## src/rtl/fetch_pkg.sv

```systemverilog
// Shared types and constants for the instruction fetch controller.
package fetch_pkg;

  typedef enum logic [1:0] {
    IDLE = 2'd0,
    REQ  = 2'd1,
    WAIT = 2'd2,
    RESP = 2'd3
  } fetch_state_e;

  localparam logic [1:0]  CAUSE_NONE     = 2'b00;
  localparam logic [1:0]  CAUSE_MISALIGN = 2'b01;
  localparam logic [1:0]  CAUSE_ACCESS   = 2'b10;
  localparam logic [31:0] INSTR_BYTES    = 32'd4;

endpackage

```

## src/rtl/fetch_pc_reg.sv

```systemverilog
// Architectural PC register: redirect load wins over sequential increment, else hold.
module fetch_pc_reg #(
  parameter int              XLEN     = 32,
  parameter logic [XLEN-1:0] RESET_PC = '0
) (
  input  logic            CLK,
  input  logic            RST,
  input  logic            load_i,
  input  logic [XLEN-1:0] load_pc_i,
  input  logic            inc_i,
  input  logic [XLEN-1:0] inc_pc_i,
  output logic [XLEN-1:0] pc_o
);

  logic [XLEN-1:0] pc_q, pc_d;

  always_comb begin
    pc_d = pc_q;
    if (load_i)     pc_d = load_pc_i;
    else if (inc_i) pc_d = inc_pc_i;
  end

  always_ff @(posedge CLK or posedge RST) begin
    if (RST) pc_q <= RESET_PC;
    else     pc_q <= pc_d;
  end

  assign pc_o = pc_q;

endmodule

```

## src/rtl/fetch_unit.sv

```systemverilog
// Multicycle RV32 fetch controller: one req/gnt/rvalid read per fetch_start,
// delivering the word with a one-cycle IR write enable or a fault pulse.
module fetch_unit
  import fetch_pkg::*;
#(
  parameter int              XLEN     = 32,
  parameter logic [XLEN-1:0] RESET_PC = '0
) (
  input  logic            CLK,
  input  logic            RST,
  input  logic            fetch_start,
  input  logic            redirect_valid,
  input  logic [XLEN-1:0] redirect_pc,
  output logic            mem_req,
  output logic [XLEN-1:0] mem_addr,
  input  logic            mem_gnt,
  input  logic            mem_rvalid,
  input  logic [XLEN-1:0] mem_rdata,
  input  logic            mem_err,
  output logic [XLEN-1:0] pc,
  output logic [XLEN-1:0] instr,
  output logic [XLEN-1:0] instr_pc,
  output logic            ir_we,
  output logic            fetch_busy,
  output logic            fetch_fault,
  output logic [1:0]      fault_cause
);

  fetch_state_e    state_q;
  logic            kill_q;
  logic [XLEN-1:0] fetch_pc_q;
  logic            mem_req_q;
  logic [XLEN-1:0] mem_addr_q;
  logic            ir_we_q;
  logic            fault_q;
  logic [1:0]      cause_q;
  logic [XLEN-1:0] instr_q;
  logic [XLEN-1:0] instr_pc_q;
  logic            busy_q;

  logic [XLEN-1:0] pc_cur;
  logic [XLEN-1:0] eff_pc;
  logic            discard;
  logic            pc_inc;

  assign eff_pc  = redirect_valid ? redirect_pc : pc_cur;
  // A redirect in the same cycle as rvalid kills the response just like an earlier one.
  assign discard = kill_q | redirect_valid;
  assign pc_inc  = (state_q == WAIT) & mem_rvalid & ~mem_err & ~discard;

  fetch_pc_reg #(
    .XLEN    (XLEN),
    .RESET_PC(RESET_PC)
  ) u_pc_reg (
    .CLK      (CLK),
    .RST      (RST),
    .load_i   (redirect_valid),
    .load_pc_i(redirect_pc),
    .inc_i    (pc_inc),
    .inc_pc_i (fetch_pc_q + XLEN'(INSTR_BYTES)),
    .pc_o     (pc_cur)
  );

  always_ff @(posedge CLK or posedge RST) begin
    if (RST) begin
      state_q    <= IDLE;
      kill_q     <= 1'b0;
      fetch_pc_q <= RESET_PC;
      mem_req_q  <= 1'b0;
      mem_addr_q <= '0;
      ir_we_q    <= 1'b0;
      fault_q    <= 1'b0;
      cause_q    <= CAUSE_NONE;
      instr_q    <= '0;
      instr_pc_q <= '0;
      busy_q     <= 1'b0;
    end else begin
      ir_we_q <= 1'b0;
      fault_q <= 1'b0;
      case (state_q)
        IDLE: begin
          if (fetch_start) begin
            fetch_pc_q <= eff_pc;
            busy_q     <= 1'b1;
            if (eff_pc[1:0] != 2'b00) begin
              state_q <= RESP;
              fault_q <= 1'b1;
              cause_q <= CAUSE_MISALIGN;
            end else begin
              state_q    <= REQ;
              mem_req_q  <= 1'b1;
              mem_addr_q <= eff_pc;
            end
          end
        end
        REQ: begin
          if (redirect_valid) kill_q <= 1'b1;
          if (mem_gnt) begin
            state_q    <= WAIT;
            mem_req_q  <= 1'b0;
            mem_addr_q <= '0;
          end
        end
        WAIT: begin
          if (redirect_valid) kill_q <= 1'b1;
          if (mem_rvalid) begin
            state_q <= RESP;
            if (!discard) begin
              if (mem_err) begin
                fault_q <= 1'b1;
                cause_q <= CAUSE_ACCESS;
              end else begin
                ir_we_q    <= 1'b1;
                instr_q    <= mem_rdata;
                instr_pc_q <= fetch_pc_q;
              end
            end
          end
        end
        RESP: begin
          state_q <= IDLE;
          kill_q  <= 1'b0;
          busy_q  <= 1'b0;
        end
        default: state_q <= IDLE;
      endcase
    end
  end

  assign mem_req     = mem_req_q;
  assign mem_addr    = mem_addr_q;
  assign pc          = pc_cur;
  assign instr       = instr_q;
  assign instr_pc    = instr_pc_q;
  assign ir_we       = ir_we_q;
  assign fetch_busy  = busy_q;
  assign fetch_fault = fault_q;
  assign fault_cause = cause_q;

endmodule

```

## config.mk

```make
export PLATFORM = sky130hd
export DESIGN_NAME = fetch_unit
export DESIGN_NICKNAME = d
export VERILOG_FILES = /design/src/rtl/fetch_pkg.sv /design/src/rtl/fetch_pc_reg.sv /design/src/rtl/fetch_unit.sv
export SDC_FILE = /design/constraint.sdc
export NUM_CORES = 1
export LEC_CHECK = 0
export BUFFER_PORTS_ARGS = -buffer_cell sky130_fd_sc_hd__buf_4
export CAP_MARGIN = 20
export CORE_MARGIN = 4
export CORE_UTILIZATION = 56
export DETAILED_ROUTE_END_ITERATION = 8
export HOLD_SLACK_MARGIN = 0.02
export PLACE_DENSITY = 0.85
export RECOVER_POWER = 100
export REMOVE_ABC_BUFFERS = 1
export SYNTH_ARGS = -nofsm -noshare
export SYNTH_HDL_FRONTEND = slang
export SYNTH_SLANG_ARGS = --single-unit
```

## constraint.sdc

```tcl
create_clock -name CLK -period 9.9 [get_ports CLK]
set_input_delay 0.99 -clock CLK [delete_from_list [all_inputs] [get_ports CLK]]
set_output_delay 0.99 -clock CLK [all_outputs]
set_load 0.02 [all_outputs]
```

==> results.json <==
{
  "result_of_the_run": "complete, but fails checks",
  "violations": "capacitance limit, slew limit",
  "netlist_instances": 734,
  "setup_violations": 0,
  "synth_area_per_cell_sq_um": 10.1,
  "drive_above_1_share": 0.126,
  "first_global_vias": 5999,
  "power_density_nw_per_um2": 305,
  "fmax_ghz": 0.166,
  "clkLatencyLatePin_ns": 0.43,
  "die_area_sq_um": 15100,
  "h-tree-depth": 4,
  "setup.worst_path.start_class": "primary input",
  "nets": 994,
  "placementRows": 41,
  "internal_power_mw": 1.70,
  "slew-limit-headroom": -2.01,
  "placeableCoreArea_sq_um": 12800,
  "path_clk_slew_ns": 0.06,
  "cts.repair_timing.setup_buffer_count": 0,
  "cts_repair_resize_count": 0,
  "clk_path_buf_depth": 2,
  "synth-async-reset-ratio": 1.00,
  "place_area_sq_um": 9010,
  "post_synth_instance_area_sq_um": 7410,
  "initial_core_util": 0.580,
  "critical_path_class": "in -> reg",
  "switching_share": 0.391,
  "crit_path_max_fanout": 72,
  "ys_warn_count": 0,
  "synth_edf_count": 0,
  "finalCritPeriodShare": 0.607,
  "antenna_found_initial": 0,
  "data_arrival_time_of_the_critical_path_ns": 6.26,
  "worst_slew_pin_slew_ns": 4.48,
  "finalMaxSlewViolations": 253,
  "cts_num_sinks": 169,
  "postSynthRegisterBits": 169,
  "firstDrtPassIters": 5,
  "root_buffer": "sky130_fd_sc_hd__clkbuf_16",
  "finalInstanceArea_sq_um": 9120,
  "grt_start_max_net_pins": 105,
  "drc_violation_count_after_routing": 0,
  "detail_route.wl_per_cell_microns": 17.8,
  "num_io_pins": 205,
  "rsz0062_at_grt": "false",
  "grt_usage": 0.262,
  "diodes": 0,
  "dr.first_iter.drc_count": 479,
  "chipHeight_microns": 123,
  "routed-via-count": 6206,
  "power_switching_mw": 1.09,
  "hold_class": "reg -> reg",
  "cp-end-kind": "flip-flop",
  "tritoncts_clock_tree": "yes",
  "p_clk_frac": 0.256,
  "worst_ir_drop_vdd_mv": 0.147,
  "synth.distinct_cells": 61,
  "cap_violations": 4,
  "static-leakage-power_nw": 4.29,
  "portBuffers": 204,
  "die_width_microns": 123,
  "area_growth_pct": 23.1,
  "globalRouteOverflowTotal": 0,
  "grt_first_pass_wirelength_mm": 30.7,
  "gp_routability_congestion": 0.940,
  "hpwlAfterDp_mm": 13.1,
  "worst_clock_skew_ns": 0.00591,
  "cts-buffers-inserted": 17,
  "ant_nets": 0,
  "totalWireLength_mm": 19.7,
  "synth_flop_cell": "sky130_fd_sc_hd__dfrtp_1",
  "setup-tns-final_ns": 0,
  "synth_sequential_area_ratio": 0.571,
  "finalWorstPathRequiredPeriod_ns": 6.01,
  "power_frac_seq": 0.421,
  "worstPathRequired_ns": 10.15,
  "final-hold-violation-count": 0,
  "post_drt_via_cell_ratio": 5.63,
  "cts_hold_repair.buffers": 0,
  "power.share.combinational": 0.323
}
-- state kept, by name, indices dropped and copies added (netlist names) --
name / cells
mem_addr: 32
instr_pc: 32
kill_q: 1
ir_we: 1
mem_req: 1
fetch_busy: 1
fetch_pc_q: 32
fault_cause: 2
state_q: 2
instr: 32
fetch_fault: 1
u_pc_reg.pc_o: 32
-- per-layer routing --
| metal | GRT usage | part of all wire | vias to the layer above |
|---|---|---|---|
| met4 | 0.0837 | 0.018 | 0 |
| met5 | 0 | 0 | - |
| li1 | - | - | 2905 |
| met2 | 0.442 | 0.51 | 244 |
| met3 | 0.0494 | 0.063 | 23 |
| met1 | 0.345 | 0.41 | 3034 |
-- area by class of cell --
type | instances | area (sq um)
fill | 1072 | 3650
inverter | 13 | 50.0
sequential | 169 | 4230
multi-input combinational | 508 | 2940
clock inverter | 9 | 170
tap | 172 | 215
clock buffer | 22 | 464
timing repair buffer | 209 | 1050
-- logic make-up (layout without fill, tap and decap cells) --
logic type | after synthesis | in the layout | synth area share
compound gates | 114 | 114 | 0.111
xor+xnor | 10 | 10 | 0.0118
fa+ha+maj | 5 | 5 | 0.00844
buf+inv | 57 | 253 | 0.0339
flops | 169 | 169 | 0.571
mux | 41 | 41 | 0.0569
simple gates | 338 | 338 | 0.207
-- power groups by stage --
stage	Clock, mW	Combinational (mW)	Sequential [mW]
floorplan	0	0.363	1.38
global placement	0	1.04	1.17
detailed placement	0	1.07	1.18
CTS	0.720	1.07	1.17
global route	0.750	0.987	1.21
finish	0.713	0.899	1.17
-- placed cells by master (no fill, tap or decap), drive strengths merged, types with 5 or more instances in the layout --
| cell | instances |
|---|---|
| nor2 | 17 |
| inv | 11 |
| nand2 | 241 |
| and4 | 8 |
| xnor2 | 8 |
| bufinv | 5 |
| buf | 70 |
| nand3 | 15 |
| mux2 | 9 |
| a211oi | 7 |
| mux2i | 32 |
| or4 | 5 |
| nand4 | 8 |
| a22o | 9 |
| ha | 5 |
| o21ai | 33 |
| clkinv | 5 |
| nor4 | 10 |
| dfrtp | 169 |
| o2bb2ai | 21 |
| and2 | 7 |
| clkbuf | 161 |
| nor3 | 13 |
| a21oi | 11 |
-- cell usage after synthesis, types with 4 or more instances --
cell type	count	area, sq um
sky130_fd_sc_hd__nor3_1	13	65.1
sky130_fd_sc_hd__a31oi_1	4	25.0
sky130_fd_sc_hd__nand4_1	6	37.5
sky130_fd_sc_hd__a211oi_1	6	45.0
sky130_fd_sc_hd__nand2_1	240	901
sky130_fd_sc_hd__a22o_1	9	78.8
sky130_fd_sc_hd__nor4_1	9	56.3
sky130_fd_sc_hd__and4_1	7	61.3
sky130_fd_sc_hd__nor2b_1	4	25.0
sky130_fd_sc_hd__and2_1	6	37.5
sky130_fd_sc_hd__a21oi_1	11	55.1
sky130_fd_sc_hd__xnor2_1	8	70.1
sky130_fd_sc_hd__mux2i_1	32	320
sky130_fd_sc_hd__clkbuf_1	25	93.8
sky130_fd_sc_hd__o2bb2ai_1	21	184
sky130_fd_sc_hd__nand3_1	14	70.1
sky130_fd_sc_hd__mux2_2	9	101
sky130_fd_sc_hd__buf_2	15	75.1
sky130_fd_sc_hd__inv_1	10	37.5
sky130_fd_sc_hd__nor2_1	17	63.8
sky130_fd_sc_hd__ha_1	5	62.6
sky130_fd_sc_hd__dfrtp_1	169	4230
sky130_fd_sc_hd__o21ai_0	33	165
-- metrics by stage --
| step | instances | setup WS (ns) | hold slack [ns] | power (mW) | utilization |
|---|---|---|---|---|---|
| floorplan | 690 | 4.33 | 0.458 | 1.74 | - |
| global placement | 1071 | 6.65 | 0.459 | 2.21 | 0.705 |
| detailed placement | 1071 | 6.59 | 0.464 | 2.25 | 0.705 |
| CTS | 1102 | 7.03 | 0.479 | 2.97 | 0.755 |
| global route | 1102 | 3.44 | 0.498 | 2.94 | 0.714 |
| finish | 1102 | 3.89 | 0.471 | 2.78 | 0.714 |
-- path summary, 6_finish.rpt --
check                                       startpoint                      endpoint  slack (ns)  cells after the start
worst max-delay path                    redirect_valid  u_pc_reg.pc_o[5]$_DFFE_PP0P_        3.89                      8
worst min register to register    instr[0]$_DFFE_PP0P_          instr[0]$_DFFE_PP0P_        0.47                      2
max in group asynchronous                          RST      mem_addr[21]$_DFFE_PP0P_        5.68                      3
worst min-delay path              instr[0]$_DFFE_PP0P_          instr[0]$_DFFE_PP0P_        0.47                      2
min in group asynchronous                          RST       mem_addr[0]$_DFFE_PP0P_        1.94                      2
worst max register to register  state_q[0]$_DFFE_PP0P_  u_pc_reg.pc_o[5]$_DFFE_PP0P_        4.92                      9
-- worst max-delay path, cell delays in order --
cell and delay (ns):
sky130_fd_sc_hd__clkbuf_1 0.90, sky130_fd_sc_hd__nor4bb_1 0.52, sky130_fd_sc_hd__clkbuf_1 0.39, sky130_fd_sc_hd__nand2_4 0.08
sky130_fd_sc_hd__inv_1 0.31, sky130_fd_sc_hd__clkbuf_1 2.36, sky130_fd_sc_hd__o21ai_0 0.38, sky130_fd_sc_hd__a21boi_0 0.26
(Power assumes the default switching activity.)
